`src/rtl/spi_lcd_receiver.sv`:
```
// spi_lcd_receiver: SPI (mode 0) slave for an LCD controller command/data stream.
// Oversamples SCLK/MOSI/CS/DC in the i_clk domain, assembles bytes and decodes
// CASET / PASET / RAMWR into windowed RGB565 pixel writes with x/y coordinates.
// Optional feature macro: SPI_LCD_RX_PXCOUNT_EN builds a saturating counter of
// emitted pixels on o_px_count; without it o_px_count is tied to zero.
module spi_lcd_receiver #(
  parameter int WIDTH  = 240,
  parameter int HEIGHT = 320
) (
  input  logic        i_clk,
  input  logic        i_rst,
  input  logic        i_sclk,
  input  logic        i_mosi,
  input  logic        i_cs,
  input  logic        i_dc,
  output logic        o_byte_valid,
  output logic [7:0]  o_byte,
  output logic        o_byte_dc,
  output logic        o_cmd_valid,
  output logic [7:0]  o_cmd,
  output logic        o_px_valid,
  output logic [8:0]  o_px_x,
  output logic [8:0]  o_px_y,
  output logic [15:0] o_px_rgb,
  output logic [16:0] o_px_count
);

  localparam logic [9:0] WIDTH_L  = 10'(WIDTH);
  localparam logic [9:0] HEIGHT_L = 10'(HEIGHT);
  localparam logic [8:0] EC_RST   = 9'(WIDTH - 1);
  localparam logic [8:0] EP_RST   = 9'(HEIGHT - 1);

  typedef enum logic [2:0] {
    IDLE,
    CASET,
    PASET,
    RAMWR_HI,
    RAMWR_LO,
    SKIP
  } state_t;

  // Pixel is inside the panel
  function automatic logic in_bounds(input logic [8:0] x, input logic [8:0] y);
    return ({1'b0, x} < WIDTH_L) && ({1'b0, y} < HEIGHT_L);
  endfunction

  // Raster advance inside the window; returns {y_next, x_next}, 9-bit wrap
  function automatic logic [17:0] next_xy(input logic [8:0] x,  input logic [8:0] y,
                                          input logic [8:0] sc, input logic [8:0] ec,
                                          input logic [8:0] sp, input logic [8:0] ep);
    logic [8:0] xn;
    logic [8:0] yn;
    if (x == ec) begin
      xn = sc;
      yn = (y == ep) ? sp : y + 9'd1;
    end else begin
      xn = x + 9'd1;
      yn = y;
    end
    return {yn, xn};
  endfunction

  // Internal active-low reset: asserts with i_rst, releases two clocks later
  logic rst_sync_p0, rst_sync_p1;
  logic w_rst;

  // Reset release synchronizer
  always_ff @(posedge i_clk or negedge i_rst) begin
    if (!i_rst) begin
      rst_sync_p0 <= 1'b0;
      rst_sync_p1 <= 1'b0;
    end else begin
      rst_sync_p0 <= 1'b1;
      rst_sync_p1 <= rst_sync_p0;
    end
  end

  assign w_rst = rst_sync_p1;

  // ---- stage p0/p1: input synchronizers, p2: SCLK edge reference ----
  logic sclk_p0, sclk_p1, sclk_p2;
  logic mosi_p0, mosi_p1;
  logic cs_p0, cs_p1;
  logic dc_p0, dc_p1;
  logic sclk_rise;

  // Two-flop synchronizers for all SPI pins plus the SCLK history flop
  always_ff @(posedge i_clk or negedge w_rst) begin
    if (!w_rst) begin
      sclk_p0 <= 1'b0;
      sclk_p1 <= 1'b0;
      sclk_p2 <= 1'b0;
      mosi_p0 <= 1'b0;
      mosi_p1 <= 1'b0;
      cs_p0   <= 1'b0;
      cs_p1   <= 1'b0;
      dc_p0   <= 1'b0;
      dc_p1   <= 1'b0;
    end else begin
      sclk_p0 <= i_sclk;
      sclk_p1 <= sclk_p0;
      sclk_p2 <= sclk_p1;
      mosi_p0 <= i_mosi;
      mosi_p1 <= mosi_p0;
      cs_p0   <= i_cs;
      cs_p1   <= cs_p0;
      dc_p0   <= i_dc;
      dc_p1   <= dc_p0;
    end
  end

  assign sclk_rise = sclk_p1 & ~sclk_p2;

  // ---- stage p2: bit shifter and byte assembly ----
  logic [7:0] shift_p2;
  logic [2:0] bit_cnt;
  logic [7:0] byte_p2;
  logic       dc_p2;
  logic       vld_p2;

  // Shift MOSI on each SCLK rise while selected; CS high drops any partial byte
  always_ff @(posedge i_clk or negedge w_rst) begin
    if (!w_rst) begin
      shift_p2 <= '0;
      bit_cnt  <= '0;
      byte_p2  <= '0;
      dc_p2    <= 1'b0;
      vld_p2   <= 1'b0;
    end else begin
      vld_p2 <= 1'b0;
      if (cs_p1) begin
        bit_cnt <= '0;
      end else if (sclk_rise) begin
        shift_p2 <= {shift_p2[6:0], mosi_p1};
        bit_cnt  <= bit_cnt + 3'd1;
        if (bit_cnt == 3'd7) begin
          byte_p2 <= {shift_p2[6:0], mosi_p1};
          dc_p2   <= dc_p1;
          vld_p2  <= 1'b1;
        end
      end
    end
  end

  // ---- stage p3: byte output register ----
  // Present the completed byte with its DC flag as a one-cycle strobe
  always_ff @(posedge i_clk or negedge w_rst) begin
    if (!w_rst) begin
      o_byte_valid <= 1'b0;
      o_byte       <= '0;
      o_byte_dc    <= 1'b0;
    end else begin
      o_byte_valid <= vld_p2;
      if (vld_p2) begin
        o_byte    <= byte_p2;
        o_byte_dc <= dc_p2;
      end
    end
  end

  // ---- stage p4: command decoder ----
  state_t     state, state_nx;
  logic [1:0] par_idx;
  logic       par_hi;
  logic [8:0] par_start;
  logic [8:0] sc, ec, sp, ep;
  logic [8:0] cur_x, cur_y;
  logic [7:0] px_hi;

  // Decoder state register
  always_ff @(posedge i_clk or negedge w_rst) begin
    if (!w_rst) state <= IDLE;
    else        state <= state_nx;
  end

  // Next state: commands always redirect, data bytes walk the current command
  always_comb begin
    state_nx = state;
    if (o_byte_valid) begin
      if (!o_byte_dc) begin
        case (o_byte)
          8'h2A:   state_nx = CASET;
          8'h2B:   state_nx = PASET;
          8'h2C:   state_nx = RAMWR_HI;
          default: state_nx = SKIP;
        endcase
      end else begin
        case (state)
          CASET, PASET: if (par_idx == 2'd3) state_nx = IDLE;
          RAMWR_HI:     state_nx = RAMWR_LO;
          RAMWR_LO:     state_nx = RAMWR_HI;
          default:      state_nx = state;
        endcase
      end
    end
  end

  // Window parameters, raster position and command/pixel output strobes
  always_ff @(posedge i_clk or negedge w_rst) begin
    if (!w_rst) begin
      o_cmd_valid <= 1'b0;
      o_cmd       <= '0;
      o_px_valid  <= 1'b0;
      o_px_x      <= '0;
      o_px_y      <= '0;
      o_px_rgb    <= '0;
      par_idx     <= '0;
      par_hi      <= 1'b0;
      par_start   <= '0;
      sc          <= '0;
      ec          <= EC_RST;
      sp          <= '0;
      ep          <= EP_RST;
      cur_x       <= '0;
      cur_y       <= '0;
      px_hi       <= '0;
    end else begin
      o_cmd_valid <= 1'b0;
      o_px_valid  <= 1'b0;
      if (o_byte_valid) begin
        if (!o_byte_dc) begin
          o_cmd_valid <= 1'b1;
          o_cmd       <= o_byte;
          par_idx     <= '0;
          if (o_byte == 8'h2C) begin
            cur_x <= sc;
            cur_y <= sp;
          end
        end else begin
          case (state)
            CASET, PASET: begin
              par_idx <= par_idx + 2'd1;
              case (par_idx)
                2'd0: par_hi    <= o_byte[0];
                2'd1: par_start <= {par_hi, o_byte};
                2'd2: par_hi    <= o_byte[0];
                default: begin
                  if (state == CASET) begin
                    sc <= par_start;
                    ec <= {par_hi, o_byte};
                  end else begin
                    sp <= par_start;
                    ep <= {par_hi, o_byte};
                  end
                end
              endcase
            end
            RAMWR_HI: px_hi <= o_byte;
            RAMWR_LO: begin
              if (in_bounds(cur_x, cur_y)) begin
                o_px_valid <= 1'b1;
                o_px_x     <= cur_x;
                o_px_y     <= cur_y;
                o_px_rgb   <= {px_hi, o_byte};
              end
              {cur_y, cur_x} <= next_xy(cur_x, cur_y, sc, ec, sp, ep);
            end
            default: ;
          endcase
        end
      end
    end
  end

`ifdef SPI_LCD_RX_PXCOUNT_EN
  logic [16:0] px_cnt;

  // Saturating count of emitted pixels
  always_ff @(posedge i_clk or negedge w_rst) begin
    if (!w_rst)                         px_cnt <= '0;
    else if (o_px_valid && px_cnt != '1) px_cnt <= px_cnt + 17'd1;
  end

  assign o_px_count = px_cnt;
`else
  assign o_px_count = '0;
`endif

endmodule
```
`config.mk`:
```
export PLATFORM = sky130hd
export DESIGN_NAME = spi_lcd_receiver
export DESIGN_NICKNAME = d
export VERILOG_FILES = /design/src/rtl/spi_lcd_receiver.sv
export SDC_FILE = /design/constraint.sdc
export NUM_CORES = 1
export LEC_CHECK = 0
export BUFFER_PORTS_ARGS = -buffer_cell sky130_fd_sc_hd__buf_2
export CORE_MARGIN = 4
export CORE_UTILIZATION = 40
export CTS_CLUSTER_SIZE = 10
export DETAILED_ROUTE_END_ITERATION = 10
export GPL_TIMING_DRIVEN = 0
export PLACE_DENSITY = 0.62
export RECOVER_POWER = 100
export SYNTH_ARGS = -nofsm -noshare
export SYNTH_HDL_FRONTEND = slang
export SYNTH_SLANG_ARGS = --single-unit
```
`constraint.sdc`:
```
create_clock -name i_clk -period 6.74 [get_ports i_clk]
set_input_delay 0.674 -clock i_clk [delete_from_list [all_inputs] [get_ports i_clk]]
set_output_delay 0.674 -clock i_clk [all_outputs]
set_load 0.02 [all_outputs]
```
==> results of run 1 <==
-- logic make-up after synthesis --
group           synth area share, %
buf+inv                        4.67
mux                            23.2
fa+ha+maj                      1.58
xor+xnor                       3.07
other cells                   0.105
flops                          57.1
simple gates                   5.89
compound gates                 4.38
-- final cells by class --
type                    instances  area [sq um]
fillers                      1575          9240
flip-flops and latches        162          4070
multi-input cells             305          2660
clock buffers                  19           433
repair buffers                 61           282
well taps                     225           282
plain buffers                  42           229
clock inverters                13           174
inverters                      12          45.0
-- per-layer routing --
layer	global-route usage, %	vias up	wire (um)
li1	-	1943	-
met5	0	-	0
met4	5.66	0	146
met1	20.5	2159	6670
met3	4.11	10	699
met2	24.7	89	7320
-- power breakdown --
group          switching (uW)  internal [uW]
clock                     401            590
combinational            28.8           25.5
sequential               19.2            994
-- Yosys cell counts, drive strengths merged, types with 2 or more instances --
master	count
inv	12
nand2	14
nand3	10
a22o	2
nand4	4
dfstp	14
o2bb2ai	5
xor2	9
nor4b	2
o22a	4
or4b	2
and3	4
o41ai	2
nand2b	3
o21ai	11
o211a	2
conb	2
nor2	13
mux2i	13
nor2b	2
buf	31
nor4bb	3
nor3	7
o211ai	5
a22oi	2
clkbuf	11
or3	2
xnor2	16
dfrtp	148
ha	9
mux2	126
a21oi	3
and2	2
-- cell usage in the layout, fill, tap and decap left out, types with 13 or more instances in the layout --
cell type / synthesis / final
nand2_1: 14 / 14
mux2_2: 95 / 89
clkbuf_1: 11 / 78
nor2_1: 13 / 13
dfstp_2: 14 / 14
buf_4: 18 / 18
xnor2_1: 16 / 16
mux2i_1: 13 / 13
conb_1: 2 / 18
dfrtp_1: 148 / 148
mux2_1: 2 / 35
clkbuf_16: 0 / 17
-- per-stage QoR --
step                std cells  setup WS (ps)  utilization (%)  total power, uW  hold WS (ps)
floorplan                 521           1920                -             1070           331
global route              839           2870             46.9             2140          24.5
CTS                       839           4050             48.4             2080          15.5
finish                    839           3110             46.9             2060          35.9
detailed placement        807           4090             45.0             1080           335
global placement          805            279             44.6             1080           334
-- worst max-delay path, delay by kind of cell (launching register included) --
kind	cells	cell delay, ps
multiplexers	1	390
AND/OR/NAND/NOR	2	1700
flip-flops	1	430
buffers and inverters	2	1000
-- worst min path at each step --
stage | cells after the start | to
finish | 1 | rst_sync_p0
global route | 1 | rst_sync_p0
CTS | 1 | rst_sync_p1
detailed placement | 0 | dc_p1
global placement | 0 | mosi_p1
floorplan | 0 | cs_p1
-- state kept, by name (all words and copies together), names as in the netlist, 7 cells and up --
register   flops
byte_p2        8
cur_x          9
cur_y          9
ec             9
ep             9
o_byte         8
o_cmd          8
o_px_rgb      16
o_px_x         9
o_px_y         9
par_start      9
px_hi          8
sc             9
shift_p2       7
sp             9
==> flow_summary_export.csv, run 1 <==
group,metric,value,unit
setup_path,crit_slowest_cell,"nor4b_1",
global_routing,grt_max_degree,58,
logic_synthesis,seq_area_frac_synth,57.1,%
detailed_routing,dr.pass1.iters,4,
floorplan,core.rowCount,48,
clock_tree,cts_root_buf,"clkbuf_16",
setup_path,r2r_cells,5,
logic_synthesis,synthFlopType,"dfrtp_1",
logic_synthesis,synth.avg_cell_area,14.1,sq um
detailed_routing,antenna_left,0,
sta,finalHoldViolCount,0,
setup_path,crit_chain,"clkbuf_1 > nand3_1 > nor4b_1 > clkbuf_1 > mux2_2",
place,dpl_cell_area,7830,sq um
setup_path,path_class,"flip-flop to flip-flop",
clock_tree,clkTransAtPathRegs,60,ps
setup_path,cpMostUsedCell,"clkbuf_1",
logic_synthesis,postSynthCellCount,505,
clock_tree,htreeDepth,4,
sta,setup_violations,0,
setup_path,arrival,3930,ps
floorplan,initial_core_util,41.0,%
pwr,power.density,252,nW/um^2
sta,fin_crit_sh,53.9,%
sta,max_freq,0.275,GHz
logic_synthesis,synth_edf_count,0,
cells_and_area,drive_gt1_share,26.7,%
floorplan,dieArea,20000,sq um
global_routing,antenna_found_initial,0,
worst_hold_path,hp-class,"primary input to async pin",
setup_path,critPathMaxFanout,10,
logic_synthesis,ys_types,53,
sta,worst_pin_slew,2210,ps
cells_and_area,area_delta_synth_final,14.6,%
clock_tree,ctsResizeCount,0,
place,dpl.hpwl,10100,um
place,place.gp.congestion,0.793,
sta,fin_skew,13.8,ps
setup_path,endpoint,"sp[3]",
logic_synthesis,synth-seq-cells,162,
run,maxCapViolations,4,
sta,min_period,3630,ps
setup_path,regToRegEndpoint,"sp[3]",
logic_synthesis,syn-cell-area,7130,sq um
sta,fin_tns_setup,0,ps
pwr,leakage,0.00404,uW
place,numPortBuffers,59,
logic_synthesis,async_reset_ff_share,100,%
setup_path,r2r_slack,3110,ps
setup_path,cp-end-kind,"flip-flop",
clock_tree,insertion_delay,420,ps
clock_tree,clock_sinks,162,
sta,rsz0062_at_grt,"no",
clock_tree,holdBufCountCts,0,
global_routing,grt_overflow_total,0,
status,outcome,"finished, violations left",
logic_synthesis,yosysTopAreaCell,"dfrtp_1",
logic_synthesis,yosysWarnings,0,
clock_tree,cts_buffers,17,
cells_and_area,antenna_cells,0,
sta,slew_viol_final,81,
setup_path,crit_required,7040,ps
setup_path,cpPeakStageDelay,1490,ps
logic_synthesis,synth_top_cell_area_share,51.9,%
floorplan,die_x,142,um
floorplan,ioPinCount,77,
cells_and_area,design_area,8170,sq um
detailed_routing,first_iter_violations,195,
setup_path,timing.rr.start,"o_byte_dc",
setup_path,worstSetupStartpointType,"flip-flop",
clock_tree,cts_setup_buffers,0,
detailed_routing,post-route-drc-count,0,
detailed_routing,post_drt_wl_per_cell,17.7,um
global_routing,grt.total_usage,15.5,%
sta,slew_headroom,-47.4,%
global_routing,grt_pass1_wl,24100,um
status,violations,"capacitance limit, slew limit",
pwr,ir_drop,159,uV
detailed_routing,vias,4201,
detailed_routing,routed_wirelength,14800,um
setup_path,setup.worst_path.start,"o_byte_dc",
detailed_routing,via_per_inst,5.01,
clock_tree,clk_path_buf_depth,2,
floorplan,die_h,142,um
logic_synthesis,synthTopCellsByArea,"dfrtp_1 52%, mux2_2 15%, mux2_4 6.1%",
global_routing,grt_pass1_vias,4352,
floorplan,core-area,17400,sq um
cells_and_area,nets,616,
clock_tree,cts_tree,"yes",
Power figures use the tool's default switching activity.
==> run 2: changes to the inputs <==
Clock period 6.74 ns to 3.4 ns, I/O delays scaled along.
==> run 2 against run 1 <==
Effect of this change:
- the run still ends with capacitance limit, slew limit left
- largest cell class unchanged
- cell area is 0.72% higher
- critical path depth unchanged
- clock skew is 3.5 ps lower
==> flow_summary_export.csv, run 2 (synthesized netlist as in run 1, its figures left out) <==
group,metric,value,unit
sta,fin_skew,10.3,ps
sta,hold_slack,226,ps
floorplan,ioPinCount,77,
floorplan,dieArea,20000,sq um
floorplan,die_h,142,um
cells_and_area,antenna_cells,0,
place,numPortBuffers,59,
floorplan,core-area,17400,sq um
pwr,pwr-share-comb,2.7,%
clock_tree,cts_root_buf,"clkbuf_16",
sta,rsz0062_at_grt,"no",
detailed_routing,first_iter_violations,228,
cells_and_area,area_delta_synth_final,15.4,%
pwr,switching_power,847,uW
clock_tree,insertion_delay,430,ps
cells_and_area,drive_gt1_share,27.5,%
setup_path,r2r_cells,5,
floorplan,initial_core_util,41.0,%
cells_and_area,final_cells,844,
floorplan,core.rowCount,48,
global_routing,grt_pass1_vias,4489,
detailed_routing,via_per_inst,5.02,
detailed_routing,antenna_left,0,
pwr,pwr-share-clk,48.5,%
pwr,ir_drop,341,uV
sta,worst_pin_slew,1560,ps
pwr,power.density,498,nW/um^2
global_routing,use_met2,25.4,%
floorplan,die_x,142,um
pwr,seqPwrFrac,48.8,%
pwr,intPower,3260,uW
place,dp_worst_setup_slack,734,ps
sta,max_freq,0.337,GHz
setup_path,regToRegEndpoint,"sc[0]",
sta,fin_crit_sh,87.2,%
sta,setup_violations,0,
global_routing,use_met3,5.09,%
detailed_routing,post_drt_wl_per_cell,17.7,um
run,maxCapViolations,1,
place,post-place-cells,807,
setup_path,timing.rr.start,"o_byte_dc",
cells_and_area,final_cell_mix,"148 x dfrtp_1, 93 x mux2_2, 79 x clkbuf_1",
clock_tree,clock_sinks,162,
sta,finalWorstSetupSlack,434,ps
global_routing,use_met1,20.5,%
setup_path,critPathMaxFanout,10,
worst_hold_path,hp-class,"primary input to async pin",
cells_and_area,layout_commonest_cell,"dfrtp_1",
clock_tree,cts_tree,"yes",
setup_path,crit_chain,"clkbuf_1 > nand3_1 > nor4_2 > clkbuf_2 > mux2_2",
detailed_routing,dr.pass1.iters,4,
setup_path,cpPeakStageDelay,850,ps
setup_path,crit_slowest_cell,"nor4_2",
cells_and_area,regMostFlops,"o_px_rgb",
setup_path,cp-end-kind,"flip-flop",
clock_tree,clkTransAtPathRegs,60,ps
cells_and_area,largest_register_ffs,16,
clock_tree,clk_path_buf_depth,2,
clock_tree,cts_buffers,17,
global_routing,grt_pass1_wl,24500,um
sta,min_period,2970,ps
setup_path,path_class,"flip-flop to flip-flop",
setup_path,crit_required,3700,ps
clock_tree,htreeDepth,4,
sta,slew_viol_final,36,
sta,slew_headroom,-3.70,%
place,place.gp.congestion,0.809,
global_routing,busiest_layer,"met2",
global_routing,grt_max_degree,73,
global_routing,grt_overflow_total,0,
clock_tree,ctsResizeCount,0,
global_routing,antenna_found_initial,0,
detailed_routing,vias,4241,
setup_path,worstSetupStartpointType,"flip-flop",
status,violations,"capacitance limit, slew limit",
cells_and_area,nets,621,
detailed_routing,routed_wirelength,14900,um
global_routing,grt.total_usage,15.8,%
cells_and_area,post-route-util,47.3,%
setup_path,r2r_slack,430,ps
pwr,switching_share,20.6,%
place,dpl.hpwl,10200,um
pwr,report.power.total,4100,uW
pwr,leakage,0.00406,uW
status,outcome,"finished, violations left",
setup_path,arrival,3270,ps
detailed_routing,post-route-drc-count,0,
sta,finalHoldViolCount,0,
==> run 2: cell types whose count changed in the layout (fill, tap and decap cells not counted), moves of 2 or more <==
cell,change
clkinv_4,-2
mux2_2,+4
nor4b_2,+2
nor4b_1,-2
dlygate4sd3_1,+5
mux2_1,-4
==> run 2: routing by layer <==
metal  share of wire (%)  vias to the layer above  routed length [um]
met2                  49                      101                7290
li1                    -                     1953                   -
met3                 6.1                       17                 905
met1                  44                     2170                6530
met4                 1.2                        0                 179
met5                   0                        -                   0
==> run 2: power by group through the flow <==
stage | clock network, uW | registers, uW | logic (uW)
4_1_cts | 2030 | 2000 | 117
3_3_place_gp | 0 | 2060 | 72.4
5_1_grt | 2130 | 2010 | 125
3_5_place_dp | 0 | 2040 | 112
6_report | 1990 | 2000 | 111
2_1_floorplan | 0 | 2050 | 67.9
==> run 2: cell type report <==
class	count	area, sq um
Buffer	42	239
Clock buffer	23	448
Clock inverter	9	159
Fill cell	1572	9180
Inverter	12	45.0
Multi-Input combinational cell	305	2680
Sequential cell	162	4070
Tap cell	225	282
Timing Repair Buffer	66	312
==> run 2: metrics by stage <==
stage	TNS, ps	area, sq um
after floorplan	0	7200
after global placement	-19380	7770
after detailed placement	0	7830
after CTS	0	8490
after global routing	0	8230
final	0	8230
==> run 2: what timing repair did <==
item	CTS	global route
setup buffers	0	0
hold buffers	5	0
hold endpoints to repair	6	0
==> run 2: critical path, delay by kind of cell (launching register included) <==
family	cells	cell delay, ps
multiplexers	1	380
buffers and inverters	2	940
AND/OR/NAND/NOR	2	1100
flip-flops	1	420
==> run 2: worst max path at each step <==
| stage | from | endpoint | cells past startpoint |
|---|---|---|---|
| 2_1_floorplan | rst_sync_p1 | bit_cnt[0] | 0 |
| 3_3_place_gp | rst_sync_p1 | o_px_rgb[3] | 0 |
| 3_5_place_dp | o_byte[1] | cur_x[7] | 7 |
| 4_1_cts | o_byte[1] | cur_x[7] | 7 |
| 5_1_grt | o_byte_dc | sc[2] | 5 |
| 6_report | o_byte_dc | sc[0] | 5 |
